[config.mk]
export PLATFORM = sky130hd
export DESIGN_NAME = instr_stream_writer
export DESIGN_NICKNAME = d
export VERILOG_FILES = /design/src/rtl/instr_stream_writer.sv
export SDC_FILE = /design/constraint.sdc
export NUM_CORES = 1
export LEC_CHECK = 0
export CORE_ASPECT_RATIO = 1.75
export CORE_UTILIZATION = 36
export CTS_BUF_LIST = sky130_fd_sc_hd__clkbuf_4
export CTS_CLUSTER_SIZE = 28
export DETAILED_ROUTE_END_ITERATION = 6
export PLACE_DENSITY = 0.62
export SYNTH_ARGS = -nofsm -noshare
export SYNTH_HDL_FRONTEND = slang
export SYNTH_SLANG_ARGS = --single-unit
[constraint.sdc]
create_clock -name clk -period 2.7 [get_ports clk]
set_clock_uncertainty 0.1 [all_clocks]
set_input_delay 0.27 -clock clk [delete_from_list [all_inputs] [get_ports clk]]
set_output_delay 0.27 -clock clk [all_outputs]
set_load 0.02 [all_outputs]
[src/rtl/instr_stream_writer.sv]
// Streams instruction items into an 8-bit-addressed instruction memory, expanding EXT items into a prefix/body pair.
// Optional checksum output enabled by defining INSTR_STREAM_WRITER_CHECKSUM_EN.
module instr_stream_writer (
  input  logic       clk,
  input  logic       reset,
  input  logic       start,
  input  logic       in_valid,
  output logic       in_ready,
  input  logic [8:0] in_instr,
  input  logic       in_has_ext,
  input  logic [4:0] in_ext,
  input  logic       in_last,
  output logic       wr_en,
  output logic [7:0] wr_addr,
  output logic [8:0] wr_data,
  output logic       done,
  output logic       error
`ifdef INSTR_STREAM_WRITER_CHECKSUM_EN
  ,
  output logic [8:0] checksum
`endif
);

  typedef enum logic [2:0] {IDLE, RUN, BODY, DONE, ERR} state_t;

  localparam logic [3:0] EXT_PREFIX = 4'b1110;

  state_t     state, state_n;
  logic [8:0] addr, addr_n;
  logic       wr_en_n, wr_last, wr_last_n;
  logic [7:0] wr_addr_n;
  logic [8:0] wr_data_n;
  logic       done_n, error_n;
  logic [8:0] instr_q, instr_n;
  logic       last_q, last_n;
  logic       load_start;
  logic [9:0] need;
  logic       illegal, overflow;

  assign in_ready = (state == RUN);
  assign need     = {1'b0, addr} + (in_has_ext ? 10'd2 : 10'd1);
  assign illegal  = (in_instr[8:5] == EXT_PREFIX);
  assign overflow = (need > 10'd256);

  always_comb begin
    state_n    = state;
    addr_n     = addr;
    wr_en_n    = 1'b0;
    wr_addr_n  = wr_addr;
    wr_data_n  = wr_data;
    wr_last_n  = 1'b0;
    done_n     = done;
    error_n    = error;
    instr_n    = instr_q;
    last_n     = last_q;
    load_start = 1'b0;

    // done rises the cycle after the final word is on the write port
    if (wr_en && wr_last) done_n = 1'b1;

    case (state)
      IDLE, DONE, ERR: begin
        if (start) begin
          load_start = 1'b1;
          state_n    = RUN;
          addr_n     = 9'd0;
          done_n     = 1'b0;
          error_n    = 1'b0;
        end
      end
      RUN: begin
        if (in_valid) begin
          if (illegal || overflow) begin
            state_n = ERR;
            error_n = 1'b1;
          end else if (in_has_ext) begin
            wr_en_n   = 1'b1;
            wr_addr_n = addr[7:0];
            wr_data_n = {EXT_PREFIX, in_ext};
            instr_n   = in_instr;
            last_n    = in_last;
            addr_n    = addr + 9'd1;
            state_n   = BODY;
          end else begin
            wr_en_n   = 1'b1;
            wr_addr_n = addr[7:0];
            wr_data_n = in_instr;
            wr_last_n = in_last;
            addr_n    = addr + 9'd1;
            state_n   = in_last ? DONE : RUN;
          end
        end
      end
      BODY: begin
        wr_en_n   = 1'b1;
        wr_addr_n = addr[7:0];
        wr_data_n = instr_q;
        wr_last_n = last_q;
        addr_n    = addr + 9'd1;
        state_n   = last_q ? DONE : RUN;
      end
      default: state_n = IDLE;
    endcase
  end

  always_ff @(posedge clk) begin
    if (!reset) state <= IDLE;
    else        state <= state_n;
  end

  always_ff @(posedge clk) begin
    if (!reset) begin
      addr    <= 9'd0;
      wr_en   <= 1'b0;
      wr_addr <= 8'd0;
      wr_data <= 9'd0;
      wr_last <= 1'b0;
      done    <= 1'b0;
      error   <= 1'b0;
      instr_q <= 9'd0;
      last_q  <= 1'b0;
    end else begin
      addr    <= addr_n;
      wr_en   <= wr_en_n;
      wr_addr <= wr_addr_n;
      wr_data <= wr_data_n;
      wr_last <= wr_last_n;
      done    <= done_n;
      error   <= error_n;
      instr_q <= instr_n;
      last_q  <= last_n;
    end
  end

`ifdef INSTR_STREAM_WRITER_CHECKSUM_EN
  always_ff @(posedge clk) begin
    if (!reset)          checksum <= 9'd0;
    else if (load_start) checksum <= 9'd0;
    else if (wr_en)      checksum <= checksum ^ wr_data;
  end
`endif

endmodule

==> summary.md, run 1 <==
| Metric | Value |
|---|---|
| Status | `completed` |
| Final cell count without fillers | `400` |
| Clk sinks | `43` |
| Synth cell count leaders | `nand2_1 (52), dfxtp_1 (43), mux2i_1 (24)` |
| Kind of critical path | `reg2reg` |
| Pleak | `1.15 nW` |
| Worst stage delay on the critical path | `between 0.5 and 0.6 ns` |
| DR DRC count | `0` |
| TritonCTS clock tree | `yes` |
| CTS root buffer | `clkbuf_4` |
| Gate Count Post-Synth | `265` |
| Tmin final | `about 2.6 ns` |
| Power Total | `1.35 mW` |
| First-pass GRT wire length | `~9100 µm` |
| Top delay family on crit path | `simple AND/OR/NAND/NOR gates` |
| Setup crit start kind | `flip-flop` |
| Vias in the first global route | `2000` |
| R2r worst-path depth | `8` |
| Crit path cell chain | `ha_4 -> fa_1 -> or3_4 -> a2111oi_4 -> buf_4 -> nor4_4 -> or4_1 -> a21oi_1` |
| CP Max Fanout | `6` |
| Syn nets | `289` |
| Critical Path RT | `just under 3 ns` |
| Dominant cell type by area after synthesis | `dfxtp_1` |
| Placer Congestion | `0.829` |
| Area contributors post-synth | `dfxtp_1 (39%), mux2i_1 (11%), nand2_1 (8.8%), nand3_1 (3.4%), o211ai_1 (3.4%)` |
| Initial DRT Pass Iterations | `4` |
| # setup viols final | `0` |
| PwrDens | `457 mW/mm²` |
| Max VDD drop | `0.000242 V` |
| Via count | `2102` |
| Max_cap viols | `0` |
| CP endpoint kind | `flip-flop` |
| Top cell type's share of synthesized area | `around two fifths` |
| Fill cells | `630` |
| Vias per cell | `5.26` |
| Worst endpoint data arrival time | `2.81 ns` |
| Rows | `37` |
| Antenna Violating Nets Remaining | `0` |
| Final hold violations | `0` |
| GRT Overall Usage | `18.4%` |
| WHS Path Cells | `3` |
| Antenna diodes | `0` |
| Master of the slowest instance on the critical path | `or4_1` |
| Fmax | `roughly 380 MHz` |
| Largest net degree at the start of global routing | `41` |
| Cell with the most instances after synthesis | `nand2_1` |
| CP bufs+invs | `1` |
| Core Area | `0.00593 mm²` |
| Relative slew slack | `64.8%` |
| Die X | `about 61 µm` |
| Port Buffers | `40` |
| Placed cells | `391` |
| Grt ovf | `0` |
| EDFF count, synth | `0` |
| Main synth FF type | `dfxtp_1` |
| Measured slew at the worst slew-check pin | `0.528 ns` |
| Asr flop ratio synth | `0%` |
| Post-Synthesis Cell Area | `0.00223 mm²` |
| Post-Syn Area per Cell | `8.40 µm²` |
| # IOs | `between 40 and 50` |
| Max-slew violations | `0` |
| Final net count | `345` |
| Worst R2R Setup Slack | `0.09 ns` |
| Post-synthesis sequential area ratio | `38.7%` |
| Clock buffer depth | `2` |
| Layout area overhead | `32.6%` |
| Initial drt markers | `39` |
| Die area | `between 0.006 and 0.007 mm²` |
| DR WL/cell | `13.4 µm` |
| Layout cells sized above 1 | `15.8%` |
| Worst hold-check path type | `in2reg` |
| Chip Height | `106 µm` |
| Clock latency on the worst-skew pair | `0.36 ns` |
| Yosys reg bits | `43` |
| Starting density of the core | `37.6%` |
| Yosys Warn Count | `0` |
| Total wire length | `5350 µm` |
| Worst-path clk slew | `0.14 ns` |
| WP depth | `8` |
| Hpwl dp | `4050 µm` |
| H-tree levels | `2` |
| Final period util | `96.7%` |
| Cell variety after synth | `49` |
| Initial antenna violation count | `0` |
| CTS Buf Count | `5` |
## kinds of logic (layout without fill, tap and decap cells)
kind of cell	Yosys count	after routing	synth area share [%]
flops	43	43	38.7
fa+ha+maj	4	4	2.58
mux	24	24	10.8
compound gates	56	56	17.8
buf+inv	25	82	4.78
xor+xnor	1	1	0.393
simple gates	112	112	25.1
## metrics by stage
stage / util (%) / setup TNS (ns) / cell area, µm² / worst slack (ns) / hold slack, ns
3_3_place_gp: 47.9 / -18.98 / 2840 / -0.577 / 0.345
5_1_grt: 49.9 / -0.0101 / 2950 / -0.0101 / 0.217
3_5_place_dp: 47.9 / -20.33 / 2840 / -0.586 / 0.349
6_report: 49.9 / 0 / 2950 / 0.0882 / 0.199
4_1_cts: 49.5 / 0 / 2930 / 0.0250 / 0.191
2_1_floorplan: - / 0 / 2230 / 0.00902 / 0.303
## cells in the final DEF (no fill, tap or decap), types with 2 or more instances in the layout
| cell | instances |
|---|---|
| inv_1 | 5 |
| dfxtp_1 | 42 |
| o41ai_1 | 2 |
| nand3_1 | 15 |
| buf_6 | 2 |
| nand2_1 | 52 |
| buf_4 | 26 |
| and3_1 | 2 |
| nor2_1 | 10 |
| or3_1 | 6 |
| or2_2 | 2 |
| a31oi_1 | 4 |
| o211ai_1 | 10 |
| or3_4 | 2 |
| o21ai_0 | 7 |
| ha_1 | 2 |
| or4_1 | 2 |
| nor3_1 | 4 |
| nand2b_1 | 4 |
| o21a_1 | 3 |
| mux2i_1 | 24 |
| o21ai_1 | 10 |
| clkinvlp_4 | 2 |
| clkdlybuf4s50_1 | 38 |
| o22ai_1 | 2 |
| a21oi_1 | 6 |
| clkbuf_4 | 5 |
| nor4_1 | 4 |
| nor2b_1 | 2 |
## worst min-delay path, stage by stage
cell and delay (ns):
buf_2 0.22, nand2_1 0.10, a31oi_1 0.03
## cell type report
type / instances / area (µm²) / share of cell area, %
Clock buffer: 5 / 37.5 / 1.27
Clock inverter: 3 / 23.8 / 0.805
Inverter: 6 / 22.5 / 0.762
Multi-Input combinational cell: 197 / 1300 / 44.0
Sequential cell: 43 / 862 / 29.2
Tap cell: 78 / 97.6 / 3.30
Timing Repair Buffer: 68 / 612 / 20.7
## path summary, 6_finish.rpt
kind / from / to
min: reset / state[1]
max: addr[0] / addr[4]
min reg2reg: instr_q[4] / instr_q[4]
max reg2reg: addr[0] / addr[4]
## what timing repair did
item                       4_1_cts  5_1_grt
pin swaps                        5        0
setup buffers                    1        0
cloned                           0        0
hold buffers                     0        0
gates resized for setup          6        4
hold endpoints to repair         0        0
setup endpoints to repair       36       12
## flip-flops by register name (all words and copies together) (netlist names)
| signal | cells |
|---|---|
| state | 3 |
| done | 1 |
| wr_last | 1 |
| wr_addr | 8 |
| instr_q | 9 |
| addr | 9 |
| error | 1 |
| last_q | 1 |
| wr_data | 9 |
| wr_en | 1 |
## power by group
part	internal, mW	switching [mW]	total (mW)	leakage [nW]
logic	0.160	0.174	0.334	0.774
clock network	0.104	0.226	0.330	0.0278
registers	0.662	0.0220	0.684	0.349
## metal layers
layer / vias to the layer above / GRT usage, % / part of all wire [%]
met5: - / 0 / 0
met4: 0 / 8.10 / 3.0
met3: 12 / 3.16 / 3.0
met2: 43 / 31.4 / 52
met1: 984 / 21.5 / 42
li1: 1063 / - / -
No activity file was read; power rests on OpenSTA's default activity.
==> run 2: changes to the inputs <==
--- a/config.mk
+++ b/config.mk
@@ -11,6 +11,7 @@
 export CTS_CLUSTER_SIZE = 28
 export DETAILED_ROUTE_END_ITERATION = 6
 export PLACE_DENSITY = 0.62
+export SKIP_LAST_GASP = 1
 export SYNTH_ARGS = -nofsm -noshare
 export SYNTH_HDL_FRONTEND = slang
 export SYNTH_SLANG_ARGS = --single-unit
==> run 2 against run 1 <==
  * Critical path depth unchanged
  * Clock power about the same
  * Die area unchanged
  * Sequential share of layout area increased by 0.099 points
  * Utilization decreased by 0.17 points
  * Flip-flop and latch count unchanged
  * Combinational power about the same
  * Register-to-register slack about the same
  * Critical path type unchanged
  * Largest cell class unchanged
  * Highest routed layer unchanged
==> summary.md, run 2 (synthesis results as in run 1) <==
| Metric | Value |
|---|---|
| Status | `completed` |
| Worst-path clk slew | `0.14 ns` |
| Post-DP Area | `0.00284 mm²` |
| Tmin final | `about 2.6 ns` |
| Commonest non-fill, non-tap cell in the layout | `nand2_1` |
| Max-slew violations | `0` |
| Grt ovf | `0` |
| Worst endpoint data arrival time | `roughly 2.8 ns` |
| Clock latency on the worst-skew pair | `0.36 ns` |
| Setup crit start kind | `flip-flop` |
| Chip Height | `roughly 110 µm` |
| Worst hold-check path type | `in2reg` |
| Final net count | `345` |
| Critical Path RT | `2.90 ns` |
| Initial DRT Pass Iterations | `4` |
| Largest net degree at the start of global routing | `41` |
| Hpwl dp | `4050 µm` |
| First-pass GRT wire length | `9120 µm` |
| CTS root buffer | `clkbuf_4` |
| Measured slew at the worst slew-check pin | `~0.53 ns` |
| Clk sinks | `43` |
| RSZ-0062 raised after global routing | `true` |
| Placer Congestion | `between 0.8 and 0.9` |
| Vias per cell | `5.27` |
| Top Registers | `addr x9, instr_q x9, wr_data x9` |
| Layout area overhead | `32.2%` |
| Design Area, Final | `0.00294 mm²` |
| Final hold violations | `0` |
| Antenna Violating Nets Remaining | `0` |
| TritonCTS clock tree | `yes` |
| Final period util | `slightly below 100%` |
| Initial antenna violation count | `0` |
| Relative slew slack | `approximately two thirds` |
| CTS Buf Count | `5` |
| DR DRC count | `0` |
| Hold buffer count at cts | `0` |
| GRT Overall Usage | `18.4%` |
| CP Max Fanout | `6` |
| Hold slack | `0.201 ns` |
| Die X | `between 60 and 70 µm` |
| Via count | `2107` |
| CP endpoint kind | `flip-flop` |
| PwrDens | `457 mW/mm²` |
| Port Buffers | `40` |
| DR WL/cell | `13.3 µm` |
| Most frequent cells in the layout | `nand2_1 (52), dfxtp_1 (42), clkdlybuf4s50_1 (38)` |
| Max_cap viols | `0` |
| Antenna diodes | `0` |
| Kind of critical path | `reg2reg` |
| Total wire length | `5310 µm` |
| Core Area | `0.00593 mm²` |
| # setup viols final | `0` |
| Vias in the first global route | `2000` |
| Clock buffer depth | `2` |
| # IOs | `between 40 and 50` |
| H-tree levels | `2` |
| Initial drt markers | `31` |
| Max VDD drop | `between 0.0002 and 0.00025 V` |
| Pleak | `1.15 nW` |
| Starting density of the core | `between 30% and 40%` |
| Fmax | `381 MHz` |
| Rows | `37` |
| Die area | `0.00652 mm²` |
| Layout cells sized above 1 | `15.8%` |
-- run 2: cell types whose count changed in the layout (fill, tap and decap cells not counted) --
cell  change
ha_2      +1
ha_4      -1
-- run 2: metrics by stage --
| step | util (%) | TNS [ns] | total power [mW] | std cells | setup slack [ns] |
|---|---|---|---|---|---|
| finish | 49.7 | 0 | 1.34 | 400 | 0.0786 |
| global placement | 47.9 | -18.98 | 1.01 | 391 | -0.577 |
| global route | 49.7 | -0.0261 | 1.42 | 400 | -0.0261 |
| detailed placement | 47.9 | -20.33 | 1.02 | 391 | -0.586 |
| floorplan | - | 0 | 0.886 | 265 | 0.00902 |
| CTS | 49.5 | 0 | 1.36 | 400 | 0.0250 |
-- run 2: repair_timing --
item                                    in CTS  in global routing
pin swaps                                    5                  0
resized for setup                            6                  3
gates cloned                                 0                  0
buffers inserted                             1                  0
endpoints found under the setup margin      36                 12
-- run 2: final timing paths --
path | depth (start not counted) | slack (ns) | from | to
worst max register to register | 8 | 0.08 | addr[0] | addr[4]
worst max-delay path | 8 | 0.08 | addr[0] | addr[4]
worst min-delay path | 3 | 0.20 | reset | state[1]
worst min register to register | 2 | 0.36 | instr_q[4] | instr_q[4]
-- run 2: area by class of cell --
type | instances | area [µm²]
well taps | 78 | 97.6
clock inverters | 3 | 23.8
multi-input cells | 197 | 1290
clock buffers | 5 | 37.5
flip-flops and latches | 43 | 862
repair buffers | 68 | 612
fillers | 631 | 2980
inverters | 6 | 22.5
-- run 2: power by group --
group,internal [mW],switching (mW)
Combinational,0.158,0.173
Clock,0.104,0.226
Sequential,0.662,0.0213
-- run 2: critical path, stage by stage (launching register included) --
cell and delay, ns:
dfxtp_2 0.37, ha_2 0.19, fa_1 0.41, or3_4 0.38, a2111oi_4 0.21, buf_4 0.18
nor4_4 0.05, or4_1 0.54, a21oi_1 0.13
-- run 2: metal layers --
| metal | up-vias | global-route usage, % | wire, µm |
|---|---|---|---|
| met4 | 0 | 8.10 | 158 |
| met2 | 43 | 31.4 | 2770 |
| met5 | - | 0 | 0 |
| met3 | 12 | 3.16 | 153 |
| met1 | 991 | 21.5 | 2230 |
| li1 | 1061 | - | - |
==> run 3: changes to the inputs <==
--- a/config.mk
+++ b/config.mk
@@ -6,9 +6,10 @@
 export NUM_CORES = 1
 export LEC_CHECK = 0
 export CORE_ASPECT_RATIO = 1.75
+export CORE_MARGIN = 2
 export CORE_UTILIZATION = 36
 export CTS_BUF_LIST = sky130_fd_sc_hd__clkbuf_4
-export CTS_CLUSTER_SIZE = 28
+export CTS_CLUSTER_SIZE = 24
 export DETAILED_ROUTE_END_ITERATION = 6
 export PLACE_DENSITY = 0.62
 export SKIP_LAST_GASP = 1
==> run 3 against run 2 <==
  * The flow now finishes with violations (setup timing)
  * Sequential share of layout area shrank 1.5 points
  * Cell count up 1.5%
  * Count of clock-buffer cells in the layout did not move
  * Die area increased by 5.2%
  * Sequential power is essentially flat
==> summary.md, run 3 (synthesis results as in run 1) <==
| Metric | Value |
|---|---|
| Core Area | `between 0.005 and 0.006 mm²` |
| GRT Overall Usage | `17.5%` |
| Starting density of the core | `37.6%` |
| Die X | `approximately 63 µm` |
| TritonCTS clock tree | `yes` |
| Master of the slowest instance on the critical path | `or4_1` |
| Layout area overhead | `39.9%` |
| Final worst setup slack | `-0.00547 ns` |
| Crit Reg-Reg Endpoint | `addr[4]` |
| Comb pwr share | `24.9%` |
| Layout cells sized above 1 | `21.4%` |
| Vias in the first global route | `2141` |
| Clock latency on the worst-skew pair | `0.36 ns` |
| CP Max Fanout | `7` |
| Port Buffers | `40` |
| CTS Buf Count | `5` |
| CP endpoint kind | `flip-flop` |
| Max-slew violations | `0` |
| Fmax | `370 MHz` |
| Hold path start | `reset` |
| Hold slack | `0.207 ns` |
| Critical Path RT | `2.91 ns` |
| Rows | `37` |
| WHS Path Cells | `3` |
| Top delay family on crit path | `simple AND/OR/NAND/NOR gates` |
| CTS root buffer | `clkbuf_4` |
| Crit path cell chain | `ha_4 -> fa_1 -> or3_4 -> a2111oi_4 -> buf_4 -> nor4_4 -> or4_1 -> a21oi_2` |
| Largest net degree at the start of global routing | `58` |
| Internal power | `between 1 and 1.5 mW` |
| Relative slew slack | `about three fifths` |
| Via count | `approximately 2200` |
| DR WL/cell | `14.6 µm` |
| Initial antenna violation count | `1` |
| Commonest non-fill, non-tap cell in the layout | `nand2_1` |
| Net switching power | `approximately 0.42 mW` |
| Clock power share | `between 20% and 30%` |
| Worst hold-check path type | `in2reg` |
| Clk sinks | `43` |
| Chip Height | `108 µm` |
| Pleak | `1.21 nW` |
| PwrDens | `roughly 470 mW/mm²` |
| Seq pwr share | `47.3%` |
| Die area | `0.00686 mm²` |
| Max VDD drop | `0.000363 V` |
| Kind of critical path | `reg2reg` |
| Total wire length | `a little under 6000 µm` |
| Placer Congestion | `0.813` |
| CP bufs+invs | `1` |
| Tmin final | `about 2.7 ns` |
| Grt ovf | `0` |
| R2r worst-path depth | `8` |
| Status | `complete, but fails checks` |
| Initial drt markers | `101` |
| Crit path launch | `addr[0]` |
| DR DRC count | `0` |
| H-tree levels | `2` |
| Setup_tns | `-0.00547 ns` |
| Worst R2R Setup Slack | `-0.005 ns` |
| Hpwl dp | `just over 4000 µm` |
| Antenna Violating Nets Remaining | `0` |
| Clock buffer depth | `2` |
| Final hold violations | `0` |
| Worst stage delay on the critical path | `0.51 ns` |
| Worst R2R Start | `addr[0]` |
| Final cell count without fillers | `406` |
| Fill cells | `615` |
| Final period util | `100%` |
| Worst endpoint data arrival time | `2.91 ns` |
| Worst-path clk slew | `0.13 ns` |
| # IOs | `around 40` |
| Most frequent cells in the layout | `nand2_1 (52), dfxtp_1 (42), clkdlybuf4s50_1 (38)` |
| Worst slack, placed | `-0.602 ns` |
| Switching Fraction | `between 20% and 30%` |
| Power Total | `1.45 mW` |
| Max_cap viols | `0` |
| First-pass GRT wire length | `approximately 9600 µm` |
| Initial DRT Pass Iterations | `4` |
| Top Registers | `addr x9, instr_q x9, wr_data x9` |
| Placed cells | `390` |
| Vias per cell | `5.35` |
| Failing checks | `setup timing` |
| Final net count | `350` |
| Setup crit start kind | `flip-flop` |
| WHS Endpoint | `addr[1]` |
| RSZ-0062 raised after global routing | `true` |
| Measured slew at the worst slew-check pin | `0.591 ns` |
| # setup viols final | `1` |
==> run 3: worst max path at each step <==
stage                 end  slack, ns  cells after the start
2_1_floorplan  wr_data[5]      0.009                      8
3_3_place_gp      addr[7]      -0.56                     11
3_5_place_dp      addr[0]      -0.60                     11
4_1_cts           addr[0]      0.003                     11
5_1_grt        instr_q[3]      -0.13                     10
6_report          addr[4]     -0.005                      8
==> run 3: per-layer routing <==
layer	vias to the layer above	routed length [µm]	global-route usage [%]
met2	51	3230	32.6
met3	11	148	2.29
met4	0	116	7.45
met5	-	0	0
li1	1076	-	-
met1	1036	2420	19.5
==> run 3: worst register-to-register path: cells and delay by family (launching register included) <==
family | cells | cell delay [ns]
AOI/OAI and AO/OA | 2 | 0.46
adders and majority gates | 2 | 0.58
buffers and inverters | 1 | 0.19
DFF | 1 | 0.38
and+or+nand+nor | 3 | 0.94
==> run 3: timing repair <==
item,in CTS,in global routing
cloned,1,3
endpoints found under the setup margin,37,38
gates resized for setup,6,34
hold buffers,0,0
buffers inserted,2,1
pin swaps,3,14
==> run 3: power groups by stage <==
stage	sequential (mW)	combinational [mW]	clock, mW
after global routing	0.689	0.396	0.443
final	0.685	0.362	0.403
after floorplan	0.710	0.176	0
after global placement	0.696	0.321	0
after CTS	0.684	0.338	0.420
after detailed placement	0.697	0.324	0
==> run 3: cell type report <==
class | count | area (µm²) | share of cell area [%]
diodes | 1 | 2.50 | 0.0803
clock buffers | 5 | 37.5 | 1.20
clock inverters | 3 | 38.8 | 1.24
inverters | 6 | 22.5 | 0.723
multi-input cells | 197 | 1390 | 44.5
flip-flops and latches | 43 | 865 | 27.8
well taps | 78 | 97.6 | 3.13
repair buffers | 73 | 666 | 21.4
==> run 3: stage by stage <==
step / util [%] / area [µm²]
floorplan: - / 2230
global route: 52.6 / 3120
finish: 52.6 / 3120
global placement: 47.8 / 2830
detailed placement: 47.8 / 2830
CTS: 50.1 / 2970
